File: src/rtl/bram_mailbox_engine_pkg.sv
// mailbox_pkg: shared state encoding, status word layout and default BRAM addresses for the mailbox engine.
package mailbox_pkg;
  typedef enum logic [2:0] {IDLE, RD_HDR, RD_DATA, WR_SUM, WR_XOR, WR_STAT, IRQ} state_e;
  localparam int ST_VALID = 31;
  localparam int ST_LENERR = 30;
  localparam int ST_OVR = 29;
  localparam int ST_SEQ_LSB = 16;
  localparam logic [10:0] DEF_REQ_BASE = 11'h000;
  localparam logic [10:0] DEF_RESP_BASE = 11'h7F0;
  function automatic logic [31:0] mk_status(input logic len_err, input logic ovr, input logic [7:0] seq,
                                            input logic [15:0] len);
    logic [31:0] s;
    s = {16'h0, len};
    s[ST_VALID] = 1'b1;
    s[ST_LENERR] = len_err;
    s[ST_OVR] = ovr;
    s[ST_SEQ_LSB +: 8] = seq;
    return s;
  endfunction
endpackage

File: src/rtl/bram_mailbox_engine_if.sv
// bram_mailbox_engine_if: BRAM port B bundle; master drives the port, slave is the memory side.
interface bram_mailbox_engine_if #(parameter int ADDR_W = 11);
  logic              en;
  logic              we;
  logic [ADDR_W-1:0] addr;
  logic [31:0]       din;
  logic [31:0]       dout;
  modport master (output en, we, addr, din, input dout);
  modport slave (input en, we, addr, din, output dout);
endinterface

File: src/rtl/bram_mailbox_engine_doorbell_sync.sv
// mailbox_doorbell_sync: 2-FF synchroniser for the PS doorbell plus a one-cycle rising-edge pulse.
module mailbox_doorbell_sync (
  input  logic clk,
  input  logic rst,
  input  logic doorbell_i,
  output logic pulse_o
);
  logic [2:0] sync_q;
  always_ff @(posedge clk) sync_q <= rst ? 3'b000 : {sync_q[1:0], doorbell_i};
  assign pulse_o = sync_q[1] & ~sync_q[2];
endmodule

File: src/rtl/bram_mailbox_engine.sv
// bram_mailbox_engine: doorbell-driven BRAM request processor (sum/xor/status response, irq pulse).
// irq rises N+5+2*RD_LAT cycles after the sync pulse (5+RD_LAT when N=0); busy spans accept..irq cycle.
module bram_mailbox_engine
  import mailbox_pkg::*;
#(
  parameter int                ADDR_W    = 11,
  parameter logic [ADDR_W-1:0] REQ_BASE  = ADDR_W'(DEF_REQ_BASE),
  parameter logic [ADDR_W-1:0] RESP_BASE = ADDR_W'(DEF_RESP_BASE),
  parameter int                MAX_LEN   = 1024,
  parameter int                RD_LAT    = 1
) (
  input  logic                        clk,
  input  logic                        rst,
  input  logic                        doorbell_i,
  bram_mailbox_engine_if.master       bram,
  output logic                        irq_o,
  output logic                        busy_o,
  output logic                        done_led_o
);
  localparam logic [15:0] MAX_L = 16'(MAX_LEN);
  state_e            state_q, state_d;
  logic              en_q, en_d, we_q, we_d;
  logic [ADDR_W-1:0] addr_q, addr_d;
  logic [31:0]       din_q, din_d, sum_q, sum_d, x_q, x_d;
  logic              irq_q, irq_d, busy_q, busy_d, done_q, done_d;
  logic              ovr_q, ovr_d, lenerr_q, lenerr_d;
  logic [7:0]        seq_q, seq_d;
  logic [15:0]       len_q, len_d, cnt_q, cnt_d, rcv_q, rcv_d;
  logic [RD_LAT-1:0] vld_q, vld_d;
  logic              pulse, dv;
  logic [15:0]       len_req, len_clip;
  mailbox_doorbell_sync u_sync (.clk(clk), .rst(rst), .doorbell_i(doorbell_i), .pulse_o(pulse));
  assign dv = vld_q[RD_LAT-1];
  assign len_req = bram.dout[15:0];
  assign len_clip = len_req > MAX_L ? MAX_L : len_req;
  always_ff @(posedge clk) begin
    if (rst) begin
      state_q <= IDLE;
      en_q <= 1'b0;
      we_q <= 1'b0;
      addr_q <= '0;
      din_q <= '0;
      irq_q <= 1'b0;
      busy_q <= 1'b0;
      done_q <= 1'b0;
      seq_q <= '0;
      ovr_q <= 1'b0;
      lenerr_q <= 1'b0;
      len_q <= '0;
      cnt_q <= '0;
      rcv_q <= '0;
      sum_q <= '0;
      x_q <= '0;
      vld_q <= '0;
    end else begin
      state_q <= state_d;
      en_q <= en_d;
      we_q <= we_d;
      addr_q <= addr_d;
      din_q <= din_d;
      irq_q <= irq_d;
      busy_q <= busy_d;
      done_q <= done_d;
      seq_q <= seq_d;
      ovr_q <= ovr_d;
      lenerr_q <= lenerr_d;
      len_q <= len_d;
      cnt_q <= cnt_d;
      rcv_q <= rcv_d;
      sum_q <= sum_d;
      x_q <= x_d;
      vld_q <= vld_d;
    end
  end
  always_comb begin
    state_d = state_q;
    en_d = 1'b0;
    we_d = 1'b0;
    addr_d = addr_q;
    din_d = din_q;
    irq_d = 1'b0;
    busy_d = busy_q;
    done_d = done_q;
    seq_d = seq_q;
    ovr_d = ovr_q | (pulse & busy_q);
    lenerr_d = lenerr_q;
    len_d = len_q;
    cnt_d = cnt_q;
    rcv_d = rcv_q;
    sum_d = sum_q;
    x_d = x_q;
    vld_d = RD_LAT'({vld_q, en_q & ~we_q});
    case (state_q)
      IDLE: if (pulse) begin
        state_d = RD_HDR;
        busy_d = 1'b1;
        done_d = 1'b0;
        en_d = 1'b1;
        addr_d = REQ_BASE;
        sum_d = '0;
        x_d = '0;
      end
      RD_HDR: if (dv) begin
        len_d = len_clip;
        lenerr_d = len_req > MAX_L;
        en_d = 1'b1;
        we_d = len_clip == 16'd0;
        state_d = len_clip == 16'd0 ? WR_SUM : RD_DATA;
        addr_d = len_clip == 16'd0 ? RESP_BASE : REQ_BASE + ADDR_W'(1);
        din_d = len_clip == 16'd0 ? 32'd0 : din_q;
        cnt_d = 16'd1;
        rcv_d = 16'd0;
      end
      RD_DATA: begin
        if (cnt_q != len_q) begin
          en_d = 1'b1;
          addr_d = addr_q + ADDR_W'(1);
          cnt_d = cnt_q + 16'd1;
        end
        if (dv) begin
          sum_d = sum_q + bram.dout;
          x_d = x_q ^ bram.dout;
          rcv_d = rcv_q + 16'd1;
          if (rcv_q + 16'd1 == len_q) begin
            state_d = WR_SUM;
            en_d = 1'b1;
            we_d = 1'b1;
            addr_d = RESP_BASE;
            din_d = sum_d;
          end
        end
      end
      WR_SUM: begin
        state_d = WR_XOR;
        en_d = 1'b1;
        we_d = 1'b1;
        addr_d = RESP_BASE + ADDR_W'(1);
        din_d = x_q;
      end
      WR_XOR: begin
        // An edge landing now still belongs to this status; later edges roll into the next one
        state_d = WR_STAT;
        en_d = 1'b1;
        we_d = 1'b1;
        addr_d = RESP_BASE + ADDR_W'(2);
        din_d = mk_status(lenerr_q, ovr_q | pulse, seq_q, len_q);
        ovr_d = 1'b0;
      end
      WR_STAT: begin
        state_d = IRQ;
        irq_d = 1'b1;
        done_d = 1'b1;
      end
      IRQ: begin
        state_d = IDLE;
        busy_d = 1'b0;
        seq_d = seq_q + 8'd1;
      end
      default: state_d = IDLE;
    endcase
  end
  assign bram.en = en_q;
  assign bram.we = we_q;
  assign bram.addr = addr_q;
  assign bram.din = din_q;
  assign irq_o = irq_q;
  assign busy_o = busy_q;
  assign done_led_o = done_q;
endmodule

File: src/flat_wrapper.sv
// flat-port wrapper written by rule: the top's interface ports become plain ports
module bram_mailbox_engine_flat import mailbox_pkg::*;
#(
  parameter int                ADDR_W    = 11,
  parameter logic [ADDR_W-1:0] REQ_BASE  = ADDR_W'(DEF_REQ_BASE),
  parameter logic [ADDR_W-1:0] RESP_BASE = ADDR_W'(DEF_RESP_BASE),
  parameter int                MAX_LEN   = 1024,
  parameter int                RD_LAT    = 1
)
  (clk, rst, doorbell_i, irq_o, busy_o, done_led_o, bram_en, bram_we, bram_addr, bram_din, bram_dout);
  bram_mailbox_engine_if #(.ADDR_W(ADDR_W)) bram_i ();
  input  logic clk;
  input  logic rst;
  input  logic doorbell_i;
  output logic irq_o;
  output logic busy_o;
  output logic done_led_o;
  output wire logic [$bits(bram_i.en)-1:0] bram_en;
  output wire logic [$bits(bram_i.we)-1:0] bram_we;
  output wire logic [$bits(bram_i.addr)-1:0] bram_addr;
  output wire logic [$bits(bram_i.din)-1:0] bram_din;
  input wire logic [$bits(bram_i.dout)-1:0] bram_dout;
  assign bram_en = bram_i.en;
  assign bram_we = bram_i.we;
  assign bram_addr = bram_i.addr;
  assign bram_din = bram_i.din;
  assign bram_i.dout = bram_dout;
  bram_mailbox_engine #(.ADDR_W(ADDR_W), .REQ_BASE(REQ_BASE), .RESP_BASE(RESP_BASE), .MAX_LEN(MAX_LEN), .RD_LAT(RD_LAT)) u_core (.clk(clk), .rst(rst), .doorbell_i(doorbell_i), .bram(bram_i), .irq_o(irq_o), .busy_o(busy_o), .done_led_o(done_led_o));
endmodule
File: config.mk
export PLATFORM = sky130hd
export DESIGN_NAME = bram_mailbox_engine_flat
export DESIGN_NICKNAME = d
export VERILOG_FILES = /design/src/rtl/bram_mailbox_engine_pkg.sv /design/src/rtl/bram_mailbox_engine_if.sv /design/src/rtl/bram_mailbox_engine_doorbell_sync.sv /design/src/rtl/bram_mailbox_engine.sv /design/src/flat_wrapper.sv
export SDC_FILE = /design/constraint.sdc
export NUM_CORES = 1
export LEC_CHECK = 0
export CORE_UTILIZATION = 35
export CTS_BUF_LIST = sky130_fd_sc_hd__clkbuf_4
export DETAILED_ROUTE_END_ITERATION = 7
export GPL_ROUTABILITY_DRIVEN = 1
export SLEW_MARGIN = 40
export SYNTH_ARGS = -nofsm -noshare
export SYNTH_HDL_FRONTEND = slang
export SYNTH_SLANG_ARGS = --single-unit
File: constraint.sdc
create_clock -name clk -period 3.5 [get_ports clk]
set_clock_uncertainty 0.05 [all_clocks]
set_input_delay 0.7 -clock clk [delete_from_list [all_inputs] [get_ports clk]]
set_output_delay 0.7 -clock clk [all_outputs]
set_load 0.02 [all_outputs]
# Yosys cells after proc, flatten, opt, wreduce, memory -nomap -nowiden
# Index checks and enable logic that the tools add are counted.
[word_totals]
regBits = 177
in_bits = 35
out_inout_bits = 48
word_cells = 110
[op_classes]
add_sub_neg = 5
n_lt_le_gt_ge = 1
n_eq_ne = 14
mux = 45
bitwise_logic = 8
n_reduce_logical = 19
[ops]
columns = ["operator", "count"]
rows = [
  ["$mux 32", 7],
  ["$pmux 32 s2", 2],
  ["$pmux 32 s4", 1],
  ["$mux 16", 5],
  ["$mux 11", 6],
  ["$pmux 16 s2", 2],
  ["$pmux 11 s5", 1],
  ["$add 16x1->16 const B", 2],
  ["$add 32x32->32", 1],
  ["$xor 32x32->32", 1],
  ["$pmux 3 s6", 1],
  ["$eq 16x16->1", 1],
  ["$gt 16x11->1 const B", 1],
  ["$logic_not 16->1", 1],
  ["$ne 16x16->1", 1],
  ["$mux 1", 12],
  ["$mux 3", 4],
  ["$ne 2x1->1 const B", 6],
  ["$reduce_and 3->1", 4],
  ["$add 11x1->11 const B", 1],
  ["$eq 3x3->1 const B", 3],
  ["$add 8x1->8 const B", 1],
  ["$reduce_bool 2->1", 4],
  ["$eq 3x2->1 const B", 2],
  ["14 further kinds", 22],
]

# Logic depth before layout (Yosys ltp)
[depth]
ltp_word = 6
ltp_mapped = 11
ltp_nobuf = 11

# Modules after synthesis
# From an unflattened synthesis, not the netlist that was laid out.
[unflattened]
cells_unflattened = 1256
hier_area_um2 = 9953.3
[by_module_without_submodules]
columns = ["module", "n_inst", "cells_per_inst", "area_each_um2", "seq_area_each_um2"]
rows = [
  ["bram_mailbox_engine", 1, 1249, 9865.7, 3483.3],
  ["mailbox_doorbell_sync", 1, 7, 87.6, 60.1],
]

# Worst setup path after synthesis
# OpenSTA, ideal clock, no wires.
[synth_timing]
kind = "in2reg"
from = "input port bram_dout[8]"
to = "register u_core.din_q[21] (netlist: u_core.bram.din[21])"
setup_time_ps = 123
t_arrival_ps = 2947
t_required_ps = 3327
setup_slack_ps = 380
path_stages = 10
n_path_buf = 0
cell_sequence = "ha_1 and3_1 a31o_2 a41oi_1 o2111ai_1 a21oi_1 o21ai_0 xor2_1 a222oi_1 o21ai_1"
[synth_between]
elab_chain_len = 5
word_cells_on_any_way = 9
classes_between = "1 x add/sub; 1 x order compare; 1 x eq/ne; 4 x mux; 2 x reduce/logical"
[synth_lines]
columns = ["item", "line", "rtl"]
rows = [
  ["from (decl)", "flat_wrapper.sv:22", "input wire logic [$bits(bram_i.dout)-1:0] bram_dout;"],
  ["$gt 16x11->1", "bram_mailbox_engine.sv:35", "assign len_clip = len_req > MAX_L ? MAX_L : len_req;"],
  ["$mux 16", "bram_mailbox_engine.sv:35", ""],
  ["$logic_not 16->1", "bram_mailbox_engine.sv:110", "din_d = len_clip == 16'd0 ? 32'd0 : din_q;"],
  ["$ne 2x1->1 (no source line)", "n/a", ""],
  ["$reduce_and 5->1 (no source line)", "n/a", ""],
  ["to (signal assigned)", "bram_mailbox_engine.sv:60", "din_q <= din_d;"],
  ["to (decl)", "bram_mailbox_engine.sv:24", "logic [31:0] din_q, din_d, sum_q, sum_d, x_q, x_d;"],
]
# Several ways; a longest one is shown, not always the timed one. The select of a mux whose other input is x is not followed.
# A chain may end at the register's enable or synchronous reset.

# Worst setup path after layout
[layout_timing]
from = "register u_core.rcv_q[0]"
to = "register u_core.din_q[24] (netlist: u_core.bram.din[24])"
[layout_between]
elab_chain_len = 4
[layout_lines]
columns = ["item", "line", "rtl"]
rows = [
  ["from (decl)", "bram_mailbox_engine.sv:28", "logic [15:0] len_q, len_d, cnt_q, cnt_d, rcv_q, rcv_d;"],
  ["from (signal assigned)", "bram_mailbox_engine.sv:69", "rcv_q <= rcv_d;"],
  ["$add 16x1->16", "bram_mailbox_engine.sv:124", "if (rcv_q + 16'd1 == len_q) begin"],
  ["$eq 16x16->1", "bram_mailbox_engine.sv:124", ""],
  ["$ne 2x1->1 (no source line)", "n/a", ""],
  ["$reduce_and 5->1 (no source line)", "n/a", ""],
]
# Every way passes these cells.

==> impl_metrics.json <==
{
  "status": "finished, final reports clean",
  "synth.top_cells.by_area": "dfxtp_1 36%, xor2_1 7.3%, nand2_1 5.9%",
  "dieArea_sq_um": 28400,
  "min_from": "u_core.u_sync.sync_q[0]",
  "p_switching_uw": 974,
  "p_leak_uw": 0.00461,
  "ys_async_sr_fraction_pct": 0,
  "drv_cap": 0,
  "reg2reg_slack_ps": 130,
  "synth_cell_types": 74,
  "drtPass1Iterations": 5,
  "critPathBufInv": 0,
  "ys.flop_type": "dfxtp_1",
  "syn_inst": 1212,
  "start_kind": "register",
  "syn_area_sq_um": 9720,
  "fill_cells": 2770,
  "ir_drop_v": 0.000162,
  "intPower_uw": 2550,
  "min_path_type": "reg2reg",
  "vias_per_cell": 5.37,
  "multi_input_area_sq_um": 5890,
  "r2r_end": "u_core.bram.din[24]",
  "ctsHoldBuffers": 0,
  "arrival_ps": 3790,
  "io_pins": 83,
  "crit_type": "reg2reg",
  "yosys.cell_count.top_type": "dfxtp_1",
  "clk_pin_slew_ps": 160,
  "globalplace.congestion": 0.906,
  "cts_buffers": 17,
  "start_util_pct": 35.9,
  "synth.top_cell.area_share_pct": 36.4,
  "dp.cells": 1690,
  "slew_violations": 0,
  "worstPathMaxFanout": 15,
  "cts_tree": "yes",
  "holdPathStages": 1,
  "worstSetupEndpointType": "register",
  "area_growth_pct": 20.8,
  "power_frac_comb_pct": 9.5,
  "dieWidth_microns": 169,
  "yosysWarnings": 0,
  "fmax_mhz": 296,
  "grt_pass1_wl_microns": 46300,
  "grt_pass1_vias": 8718,
  "clock_sinks": 177,
  "grt_overflow_total": 0,
  "core_sq_um": 27100,
  "cts_max_path_buffers": 2,
  "p_per_area_nw_per_um2": 300,
  "synth_commonest_cells": "177 x dfxtp_1, 154 x nand2_1, 130 x nor2_1, 98 x a21oi_1, 81 x xor2_1",
  "period_share_pct": 96.4,
  "wirelength_microns": 29600,
  "worstHoldEndpoint": "u_core.u_sync.sync_q[1]",
  "root_buffer": "clkbuf_4",
  "syn_area_per_cell_sq_um": 8.02,
  "drt.antenna.violating_nets": 0,
  "path_delay_family": "simple AND/OR/NAND/NOR gates",
  "setup_viol": 0,
  "critPathMaxStageDelay_ps": 530,
  "worstRegToRegCells": 10,
  "hold_viol_final": 0,
  "path_cells": "ha_2 > nand3_2 > or3_1 > a21o_1 > a31o_2 > nand4_1 > nor4b_4 > nor3_1 > or2_4 > o21ai_1",
  "clk_latency_ps": 580,
  "regArea_sq_um": 3540,
  "rsz0062_at_grt": "no",
  "synth_top_area_cell": "dfxtp_1",
  "cp_slowest_cell": "nor3_1",
  "period_minus_slack_ps": 3370,
  "routedWlPerCell_microns": 17.1,
  "netSwitchingFraction_pct": 27.7,
  "power_uw": 3520,
  "instances_no_fill": 1727,
  "track_usage_pct": 20.5,
  "fin_setup_tns_ps": 0,
  "ctsHtreeMaxLevel": 4,
  "r2r-start": "u_core.rcv_q[0]",
  "ys_seq_elements": 177,
  "drive_above_1_share_pct": 11.0,
  "drc": 0,
  "post-route-util_pct": 43.3,
  "power_frac_seq_pct": 58.5,
  "tightest_slew_ps": 766,
  "yosysSeqAreaShare_pct": 36.4,
  "worstPathRequired_ps": 3910,
  "nets": 1409,
  "grt_start_max_net_pins": 59,
  "first_iter_violations": 686,
  "die_h_microns": 169,
  "port_buffers": 82,
  "dp_hpwl_microns": 20700,
  "rows": 60,
  "slew_headroom_pct": 48.8,
  "antenna_found_initial": 2,
  "p_clk_share_pct": 32.0,
  "syn_nets": 1283,
  "synth_edf_count": 0,
  "vias": 9281
}
## area by class of cell
type | count | share of cell area [%]
diodes | 4 | 0.0852
clock buffers | 17 | 1.09
clock inverters | 15 | 1.10
inverters | 13 | 0.416
multi-input cells | 955 | 50.1
flip-flops and latches | 177 | 30.2
well taps | 372 | 3.96
repair buffers | 174 | 13.0
## timing repair
| action | in CTS | in global routing |
|---|---|---|
| endpoints found under the hold margin | 0 | 0 |
| buffers inserted | 0 | 0 |
| resized for setup | 0 | 5 |
| setup endpoints to repair | 0 | 31 |
## layout by cell type (no fill, tap or decap), drive strengths merged, types with 17 or more instances in the layout
| master | count |
|---|---|
| a21o | 20 |
| a21oi | 98 |
| and3 | 25 |
| buf | 93 |
| clkbuf | 17 |
| clkdlybuf4s50 | 81 |
| dfxtp | 177 |
| ha | 35 |
| inv | 19 |
| nand2 | 154 |
| nand3 | 45 |
| nor2 | 131 |
| o21ai | 85 |
| xnor2 | 28 |
| xor2 | 81 |
## per-layer routing
layer,vias to the layer above,GRT usage (%),wire [microns]
met5,-,0,13
met3,43,2.99,1200
met2,214,35.1,13800
met4,2,5.69,520
met1,4447,26.8,14000
li1,4575,-,-
## logic make-up (layout without fill, tap and decap cells)
kind of cell               after synthesis  in the layout  synth area share (%)
adders and majority gates               36             36                  4.71
other                                    0              4                     0
xor gates and xnor gates               109            109                  9.82
buffers and inverters                   81            219                  3.38
and+or+nand+nor                        483            484                  24.1
DFF                                    177            177                  36.4
muxes                                    7              7                 0.734
AOI/OAI and AO/OA                      319            319                  20.8
## power by group through the flow
stage	logic [uW]	registers (uW)	clock network, uW
6_report	336	2060	1130
5_1_grt	365	2060	1240
4_1_cts	336	2060	1160
3_5_place_dp	333	2100	0
3_3_place_gp	333	2100	0
2_1_floorplan	161	2110	0
## metrics by stage
step                setup slack (ps)  instance area [sq um]  hold slack [ps]
finish                           127                  11700              397
global route                    57.8                  11700              409
CTS                              135                  11700              395
detailed placement              -325                  11500              379
global placement                -280                  11500              375
floorplan                        380                   9720              364
## flip-flops by register name, summed over array words and instances (netlist names), 3 cells and up
name / flops
u_core.bram.din: 32
u_core.sum_q: 32
u_core.x_q: 32
u_core.cnt_q: 16
u_core.len_q: 16
u_core.rcv_q: 16
u_core.bram.addr: 11
u_core.seq_q: 8
u_core.state_q: 3
u_core.u_sync.sync_q: 3
## how the worst max path moves through the flow
stage                                from             endpoint  slack [ps]  cells after the start
after global routing      u_core.rcv_q[1]  u_core.bram.din[29]          60                     10
after floorplan              bram_dout[8]  u_core.bram.din[21]         380                     10
after detailed placement     bram_dout[8]  u_core.bram.din[17]        -330                     13
final                     u_core.rcv_q[0]  u_core.bram.din[24]         130                     10
after CTS                 u_core.rcv_q[0]  u_core.bram.din[26]         140                     10
after global placement       bram_dout[0]  u_core.bram.din[18]        -280                     12
Note: power is estimated with default switching activity, not from simulation.
